==> config.mk <==
export PLATFORM = sky130hd
export DESIGN_NAME = jtag_dbg_cmd_flat
export DESIGN_NICKNAME = d
export VERILOG_FILES = /design/src/rtl/jtag_dbg_cmd_if.sv /design/src/rtl/jtag_dbg_cmd.sv /design/src/flat_wrapper.sv
export SDC_FILE = /design/constraint.sdc
export NUM_CORES = 1
export LEC_CHECK = 0
export ABC_AREA = 0
export BUFFER_PORTS_ARGS = -buffer_cell sky130_fd_sc_hd__buf_2
export CORE_MARGIN = 2
export CORE_UTILIZATION = 61
export CTS_CLUSTER_DIAMETER = 150
export CTS_CLUSTER_SIZE = 8
export DETAILED_ROUTE_END_ITERATION = 16
export GPL_TIMING_DRIVEN = 1
export PLACE_DENSITY_LB_ADDON = 0.1
export SYNTH_ARGS = -nofsm -noshare
export SYNTH_HDL_FRONTEND = slang
export SYNTH_SLANG_ARGS = --single-unit
==> constraint.sdc <==
create_clock -name jtck -period 4.15 [get_ports jtck]
set_input_delay 0.415 -clock jtck [delete_from_list [all_inputs] [get_ports jtck]]
set_output_delay 0.415 -clock jtck [all_outputs]
set_load 0.005 [all_outputs]
==> src/rtl/jtag_dbg_cmd_if.sv <==
// Bus side of the JTAG debug command engine: one outstanding request,
// accepted with req_ready, answered by a single-cycle rsp_valid strobe.
interface jtag_dbg_cmd_if;
  logic        req_valid;
  logic        req_ready;
  logic        req_we;
  logic [31:0] req_addr;
  logic [31:0] req_wdata;
  logic        rsp_valid;
  logic [31:0] rsp_rdata;
  logic        rsp_err;

  modport master (
    output req_valid, req_we, req_addr, req_wdata,
    input  req_ready, rsp_valid, rsp_rdata, rsp_err
  );

  modport slave (
    input  req_valid, req_we, req_addr, req_wdata,
    output req_ready, rsp_valid, rsp_rdata, rsp_err
  );
endinterface

==> src/rtl/jtag_dbg_cmd.sv <==
// Debug command engine behind the JTAG register port: assembles address/data
// bytes, issues one bus request, and reports status or read data back to the host.
module jtag_dbg_cmd #(
  parameter int unsigned TIMEOUT = 255
) (
  input  logic           jtck,
  input  logic           jrstn,
  input  logic           reg_update,
  input  logic [7:0]     reg_q,
  input  logic [2:0]     reg_addr_q,
  output logic [7:0]     reg_d,
  output logic [2:0]     reg_addr_d,
  jtag_dbg_cmd_if.master bus
);

  typedef enum logic [1:0] {
    ST_IDLE = 2'd0,
    ST_REQ  = 2'd1,
    ST_RSP  = 2'd2
  } state_t;

  localparam logic [7:0]  CMD_READ  = 8'h01;
  localparam logic [7:0]  CMD_WRITE = 8'h02;
  localparam logic [7:0]  CMD_ABORT = 8'h04;
  localparam logic [7:0]  CMD_CLR   = 8'h08;
  localparam logic [15:0] CNT_LAST  = 16'(TIMEOUT - 1);

  state_t      r_state;
  logic [15:0] r_cnt;
  logic [31:0] r_addr_sr;
  logic [31:0] r_wdata_sr;
  logic [31:0] r_rdata;
  logic [31:0] r_req_addr;
  logic [31:0] r_req_wdata;
  logic        r_req_we;
  logic        r_done;
  logic        r_err;
  logic        r_tmo;
  logic        r_ovr;
  logic        r_buserr;
  logic [1:0]  r_last;
  logic [7:0]  r_reg_d;
  logic [2:0]  r_reg_addr_d;
  logic        r_sel3;

  state_t      w_state_next;
  logic [15:0] w_cnt_next;
  logic [31:0] w_addr_sr_next;
  logic [31:0] w_wdata_sr_next;
  logic [31:0] w_rdata_next;
  logic [31:0] w_req_addr_next;
  logic [31:0] w_req_wdata_next;
  logic        w_req_we_next;
  logic        w_done_next;
  logic        w_err_next;
  logic        w_tmo_next;
  logic        w_ovr_next;
  logic        w_buserr_next;
  logic [1:0]  w_last_next;
  logic [7:0]  w_status_next;
  logic [7:0]  w_reg_d_next;
  logic [2:0]  w_reg_addr_d_next;
  logic        w_sel3_next;

  logic        w_busy;
  logic        w_cmd;
  logic        w_cmd_rw;
  logic        w_issue;
  logic        w_abort;
  logic        w_clr;
  logic        w_badcmd;
  logic        w_wr_addr;
  logic        w_wr_wdata;
  logic        w_ovr_set;
  logic        w_cnt_hit;
  logic [7:0]  w_rdata_byte [4];

  genvar gi;
  generate
    for (gi = 0; gi < 4; gi++) begin : g_rbyte
      assign w_rdata_byte[gi] = r_rdata[8*gi +: 8];
    end
  endgenerate

  assign w_busy     = (r_state != ST_IDLE);
  assign w_cmd      = reg_update && (reg_addr_q == 3'd0);
  assign w_cmd_rw   = (reg_q == CMD_READ) || (reg_q == CMD_WRITE);
  assign w_issue    = w_cmd && w_cmd_rw && !w_busy;
  assign w_abort    = w_cmd && (reg_q == CMD_ABORT);
  assign w_clr      = w_cmd && (reg_q == CMD_CLR);
  assign w_badcmd   = w_cmd && !w_cmd_rw && (reg_q != CMD_ABORT) && (reg_q != CMD_CLR);
  assign w_wr_addr  = reg_update && (reg_addr_q == 3'd1);
  assign w_wr_wdata = reg_update && (reg_addr_q == 3'd2);
  assign w_ovr_set  = w_busy && (w_wr_addr || w_wr_wdata || (w_cmd && w_cmd_rw));
  // Compare with >= so a counter that slipped past the limit still aborts.
  assign w_cnt_hit  = (r_cnt >= CNT_LAST);

  always_comb begin
    w_state_next      = r_state;
    w_cnt_next        = r_cnt;
    w_addr_sr_next    = r_addr_sr;
    w_wdata_sr_next   = r_wdata_sr;
    w_rdata_next      = r_rdata;
    w_req_addr_next   = r_req_addr;
    w_req_wdata_next  = r_req_wdata;
    w_req_we_next     = r_req_we;
    w_done_next       = r_done;
    w_err_next        = r_err;
    w_tmo_next        = r_tmo;
    w_ovr_next        = r_ovr;
    w_buserr_next     = r_buserr;
    w_last_next       = r_last;
    w_status_next     = 8'h00;
    w_reg_d_next      = r_reg_d;
    w_reg_addr_d_next = r_reg_addr_d;
    w_sel3_next       = r_sel3;

    // Clear first so a completion in the same cycle still reports DONE.
    if (w_clr) begin
      w_done_next   = 1'b0;
      w_err_next    = 1'b0;
      w_tmo_next    = 1'b0;
      w_ovr_next    = 1'b0;
      w_buserr_next = 1'b0;
    end

    if (w_wr_addr && !w_busy) begin
      w_addr_sr_next = {r_addr_sr[23:0], reg_q};
    end
    if (w_wr_wdata && !w_busy) begin
      w_wdata_sr_next = {r_wdata_sr[23:0], reg_q};
    end

    case (r_state)
      ST_IDLE: begin
        if (w_issue) begin
          w_state_next     = ST_REQ;
          w_cnt_next       = 16'd0;
          w_done_next      = 1'b0;
          w_err_next       = 1'b0;
          w_tmo_next       = 1'b0;
          w_buserr_next    = 1'b0;
          w_last_next      = (reg_q == CMD_READ) ? 2'd1 : 2'd2;
          w_req_we_next    = (reg_q == CMD_WRITE);
          w_req_addr_next  = r_addr_sr;
          w_req_wdata_next = r_wdata_sr;
        end
      end
      ST_REQ: begin
        w_cnt_next = r_cnt + 16'd1;
        if (bus.req_ready) begin
          w_state_next = ST_RSP;
        end else if (w_cnt_hit) begin
          w_state_next = ST_IDLE;
          w_tmo_next   = 1'b1;
          w_err_next   = 1'b1;
        end
      end
      ST_RSP: begin
        w_cnt_next = r_cnt + 16'd1;
        if (bus.rsp_valid) begin
          w_state_next  = ST_IDLE;
          w_done_next   = 1'b1;
          w_buserr_next = bus.rsp_err;
          if (!r_req_we) begin
            w_rdata_next = bus.rsp_rdata;
          end
        end else if (w_cnt_hit) begin
          w_state_next = ST_IDLE;
          w_tmo_next   = 1'b1;
          w_err_next   = 1'b1;
        end
      end
      default: begin
        w_state_next = ST_IDLE;
      end
    endcase

    if (w_ovr_set) begin
      w_ovr_next = 1'b1;
    end
    if (w_badcmd) begin
      w_err_next = 1'b1;
    end
    if (w_abort) begin
      w_state_next = ST_IDLE;
      w_done_next  = 1'b0;
    end

    w_status_next = {(w_state_next != ST_IDLE), w_done_next, w_err_next, w_tmo_next,
                     w_ovr_next, w_buserr_next, w_last_next};

    // Read-data selection is sticky until the host touches any other register.
    if (reg_update && (reg_addr_q == 3'd3)) begin
      w_sel3_next       = 1'b1;
      w_reg_d_next      = w_rdata_byte[reg_q[1:0]];
      w_reg_addr_d_next = 3'd3;
    end else if (reg_update || !r_sel3) begin
      w_sel3_next       = 1'b0;
      w_reg_d_next      = w_status_next;
      w_reg_addr_d_next = 3'd0;
    end
  end

  always_ff @(posedge jtck or negedge jrstn) begin
    if (!jrstn) begin
      r_state      <= ST_IDLE;
      r_cnt        <= 16'd0;
      r_addr_sr    <= 32'd0;
      r_wdata_sr   <= 32'd0;
      r_rdata      <= 32'd0;
      r_req_addr   <= 32'd0;
      r_req_wdata  <= 32'd0;
      r_req_we     <= 1'b0;
      r_done       <= 1'b0;
      r_err        <= 1'b0;
      r_tmo        <= 1'b0;
      r_ovr        <= 1'b0;
      r_buserr     <= 1'b0;
      r_last       <= 2'd0;
      r_reg_d      <= 8'd0;
      r_reg_addr_d <= 3'd0;
      r_sel3       <= 1'b0;
    end else begin
      r_state      <= w_state_next;
      r_cnt        <= w_cnt_next;
      r_addr_sr    <= w_addr_sr_next;
      r_wdata_sr   <= w_wdata_sr_next;
      r_rdata      <= w_rdata_next;
      r_req_addr   <= w_req_addr_next;
      r_req_wdata  <= w_req_wdata_next;
      r_req_we     <= w_req_we_next;
      r_done       <= w_done_next;
      r_err        <= w_err_next;
      r_tmo        <= w_tmo_next;
      r_ovr        <= w_ovr_next;
      r_buserr     <= w_buserr_next;
      r_last       <= w_last_next;
      r_reg_d      <= w_reg_d_next;
      r_reg_addr_d <= w_reg_addr_d_next;
      r_sel3       <= w_sel3_next;
    end
  end

  assign reg_d         = r_reg_d;
  assign reg_addr_d    = r_reg_addr_d;
  assign bus.req_valid = (r_state == ST_REQ);
  assign bus.req_we    = r_req_we;
  assign bus.req_addr  = r_req_addr;
  assign bus.req_wdata = r_req_wdata;

endmodule

==> src/flat_wrapper.sv <==
// flat-port wrapper written by rule: the top's interface ports become plain ports
module jtag_dbg_cmd_flat 
#(
  parameter int unsigned TIMEOUT = 255
)
  (jtck, jrstn, reg_update, reg_q, reg_addr_q, reg_d, reg_addr_d, bus_req_valid, bus_req_we, bus_req_addr, bus_req_wdata, bus_req_ready, bus_rsp_valid, bus_rsp_rdata, bus_rsp_err);
  jtag_dbg_cmd_if bus_i ();
  input  logic jtck;
  input  logic jrstn;
  input  logic reg_update;
  input  logic [7:0] reg_q;
  input  logic [2:0] reg_addr_q;
  output logic [7:0] reg_d;
  output logic [2:0] reg_addr_d;
  output wire logic [$bits(bus_i.req_valid)-1:0] bus_req_valid;
  output wire logic [$bits(bus_i.req_we)-1:0] bus_req_we;
  output wire logic [$bits(bus_i.req_addr)-1:0] bus_req_addr;
  output wire logic [$bits(bus_i.req_wdata)-1:0] bus_req_wdata;
  input wire logic [$bits(bus_i.req_ready)-1:0] bus_req_ready;
  input wire logic [$bits(bus_i.rsp_valid)-1:0] bus_rsp_valid;
  input wire logic [$bits(bus_i.rsp_rdata)-1:0] bus_rsp_rdata;
  input wire logic [$bits(bus_i.rsp_err)-1:0] bus_rsp_err;
  assign bus_req_valid = bus_i.req_valid;
  assign bus_req_we = bus_i.req_we;
  assign bus_req_addr = bus_i.req_addr;
  assign bus_req_wdata = bus_i.req_wdata;
  assign bus_i.req_ready = bus_req_ready;
  assign bus_i.rsp_valid = bus_rsp_valid;
  assign bus_i.rsp_rdata = bus_rsp_rdata;
  assign bus_i.rsp_err = bus_rsp_err;
  jtag_dbg_cmd #(.TIMEOUT(TIMEOUT)) u_core (.jtck(jtck), .jrstn(jrstn), .reg_update(reg_update), .reg_q(reg_q), .reg_addr_q(reg_addr_q), .reg_d(reg_d), .reg_addr_d(reg_addr_d), .bus(bus_i));
endmodule
==> out/qor.yml <==
run_status:
  status: "complete, no violations"
synthesis:
  postSynthAreaPerCell_sq_um: 11.6
  yosysWarnings: 0
  synth-edff-count: 0
  yosysSeqAreaShare_pct: 59.5
  async_reset_ff_share_pct: 100
  ys.flop_type: "dfrtp_1"
  synthesis.area_sq_um: 8200
  synth_cell_types: 55
  syn_inst: 707
  synth_fp_nets: 762
  synth-seq-cells: 195
floorplanning:
  start_util_pct: 62.2
  die_x_um: 120
  rows: 42
  core_sq_um: 13200
  ios: 126
  die_area_sq_um: 14400
  chipHeight_um: 120
layout:
  fin_nets: 874
  instances_no_fill: 1008
  drive_gt1_share_pct: 32.2
  syn_to_final_growth_pct: 16.8
  diodes: 0
  fill_cells: 921
flow_run:
  maxCapViolCount: 0
drt:
  drtIter0Drc: 426
  drc: 0
  route.final.wire_length_mm: 17.0
  vias: 5635
  first_pass_iters: 4
  vias_per_cell: 5.59
  drt-wirelength-per-cell_um: 16.9
  antenna_left: 0
clocking:
  htreeDepth: 4
  post_cts_buffers: 0
  root_buffer: "clkbuf_16"
  ctsResizeCount: 0
  hold_buffers: 0
  clk_path_buf_depth: 2
  clock_latency_ps: 430
  cts_sinks: 195
  cts-buffers-inserted: 17
  clk_pin_slew_worst_paths_ps: 70
  tritoncts: "built"
min_path:
  hp-class: "input port to async pin"
worst_setup_path:
  crit_fanout: 40
  r2r_setup_slack_ps: 1570
  critPathRequiredTime_ps: 4510
  reg2reg_depth: 7
  endpoint_kind: "flip-flop"
  crit_path_start: "u_core.r_state[0]"
  worstSetupPathType: "flip-flop to flip-flop"
  startpoint_type: "flip-flop"
  arrival_ps: 2940
  rr_startpoint: "u_core.r_state[0]"
  reg2reg_to: "u_core.bus.req_addr[26]"
placement:
  io_buffers: 124
  placed_cells: 976
  gp_congestion: 0.861
  hpwl_mm: 11.1
grt:
  grt_remaining_overflow: 0
  grt_pass1_wl_mm: 28.4
  grt_max_degree: 133
  grt_pass1_vias: 5782
  track_usage_pct: 25.2
  antenna_found_initial: 0
sta:
  setup_violations: 0
  drv_slew: 0
  min_period_ps: 2580
  relSlewSlack_pct: 32.1
  finalSetupTns_ps: 0
  timing.final.crit_share_pct: 62.1
  max_freq_mhz: 388
  rsz0062_at_grt: "no"
  worstMarginPinSlew_ps: 1020
  fin_skew_ps: 7.36
  hold_viol: 0
power_and_ir_drop:
  leakage_nw: 4.92
  cellPowerDensity_nw_per_um2: 559
  ir_drop_uv: 391
  finalPower_mw: 5.35
==> Yosys cell counts (all sizes together), types with 2 or more instances <==
| cell | instances | share of area (%) |
|---|---|---|
| nor2b | 6 | 0.46 |
| nor3b | 3 | 0.27 |
| ha | 6 | 0.92 |
| o41ai | 2 | 0.21 |
| a31oi | 3 | 0.23 |
| a22oi | 2 | 0.18 |
| nand4 | 5 | 0.38 |
| o21a | 2 | 0.18 |
| o311ai | 2 | 0.21 |
| buf | 23 | 1.6 |
| o221ai | 2 | 0.21 |
| mux4 | 8 | 2.2 |
| o22ai | 2 | 0.15 |
| and2 | 4 | 0.30 |
| dfrtp | 195 | 59 |
| nand4b | 3 | 0.32 |
| o21ai | 18 | 1.1 |
| nand3 | 11 | 0.67 |
| or2 | 2 | 0.15 |
| a21oi | 11 | 0.67 |
| nand2b | 2 | 0.15 |
| mux2 | 98 | 13 |
| a22o | 3 | 0.32 |
| a21o | 3 | 0.27 |
| nor2 | 13 | 0.59 |
| clkbuf | 13 | 0.59 |
| nand2 | 211 | 9.7 |
| o31ai | 10 | 0.92 |
| a21boi | 3 | 0.27 |
| mux2i | 2 | 0.24 |
| nor4 | 4 | 0.56 |
| inv | 10 | 0.46 |
| nor3 | 3 | 0.18 |
| or4 | 9 | 0.82 |
==> per-layer routing <==
layer	track usage (%)	vias up	routed length [um]	share of wire [%]
met5	0	-	0	0
met4	9.26	0	257	1.5
met3	5.89	22	736	4.3
met2	42.1	120	8570	50
met1	32.3	2851	7440	44
li1	-	2642	-	-
==> state kept, by name (all words and copies together), names as in the netlist <==
signal,flops
u_core.bus.req_we,1
u_core.r_cnt,16
u_core.reg_addr_d,1
u_core.r_wdata_sr,32
u_core.r_last,2
u_core.reg_d,8
u_core.bus.req_addr,32
u_core.r_tmo,1
u_core.r_addr_sr,32
u_core.r_buserr,1
u_core.r_state,2
u_core.bus.req_wdata,32
u_core.r_done,1
u_core.r_ovr,1
u_core.r_rdata,32
u_core.r_err,1
==> power by group <==
part	internal [mW]	switching, mW	total (mW)
Sequential	2.39	0.316	2.70
Clock	1.06	0.697	1.76
Combinational	0.534	0.354	0.888
==> layout make-up <==
| cell class | instances | area, sq um | share of cell area (%) |
|---|---|---|---|
| clock inverter | 10 | 168 | 1.75 |
| timing repair buffer | 129 | 679 | 7.09 |
| sequential | 195 | 4880 | 50.9 |
| multi-input combinational | 466 | 3120 | 32.6 |
| tap | 176 | 220 | 2.30 |
| inverter | 10 | 37.5 | 0.392 |
| clock buffer | 22 | 474 | 4.95 |
==> worst max-delay path, cell delays in order, from the launching register on <==
cell and delay [ps]:
dfrtp_1 400, inv_1 120, ha_1 290, nor3b_1 360
and4_2 620, buf_4 490, nand2_1 100, nand2_1 110
==> layout by cell type, fill, tap and decap left out, types with 5 or more instances in the layout <==
master and count:
nand4_1 5, o31ai_1 10, ha_1 6, mux4_2 8, nor2_1 13, nand3_1 11, buf_2 123, dfrtp_1 195
clkbuf_16 17, mux2_2 91, nand2_1 211, or4_1 9, a21oi_1 11, inv_1 10, mux2_1 6, nor2b_1 6
o21ai_0 16
==> how the worst max path moves through the flow <==
stage	slack, ps	cells past startpoint	endpoint
2_1_floorplan	2010	7	u_core.r_cnt[14]
3_5_place_dp	1590	6	u_core.bus.req_addr[17]
5_1_grt	1380	7	u_core.bus.req_addr[10]
4_1_cts	1600	7	u_core.bus.req_addr[26]
6_report	1570	7	u_core.bus.req_addr[26]
3_3_place_gp	1680	6	u_core.reg_d[1]
==> cell families after synthesis <==
kind of cell / count (synthesis) / synth area share (%)
adders and majority gates: 6 / 0.915
other: 1 / 0.0457
xor gates and xnor gates: 1 / 0.198
and+or+nand+nor: 281 / 15.2
buffers and inverters: 46 / 2.62
DFF: 195 / 59.5
AOI/OAI and AO/OA: 69 / 5.60
muxes: 108 / 15.9
==> metrics by stage <==
step | area (sq um) | hold WS [ps] | util, % | setup WS, ps
floorplan | 8200 | 119 | - | 2010
global placement | 8940 | 446 | 67.8 | 1680
detailed placement | 8940 | 452 | 67.8 | 1590
CTS | 9580 | 191 | 72.6 | 1600
global route | 9580 | 196 | 72.6 | 1380
finish | 9580 | 126 | 72.6 | 1570
Note: power is estimated with default switching activity, not from simulation.
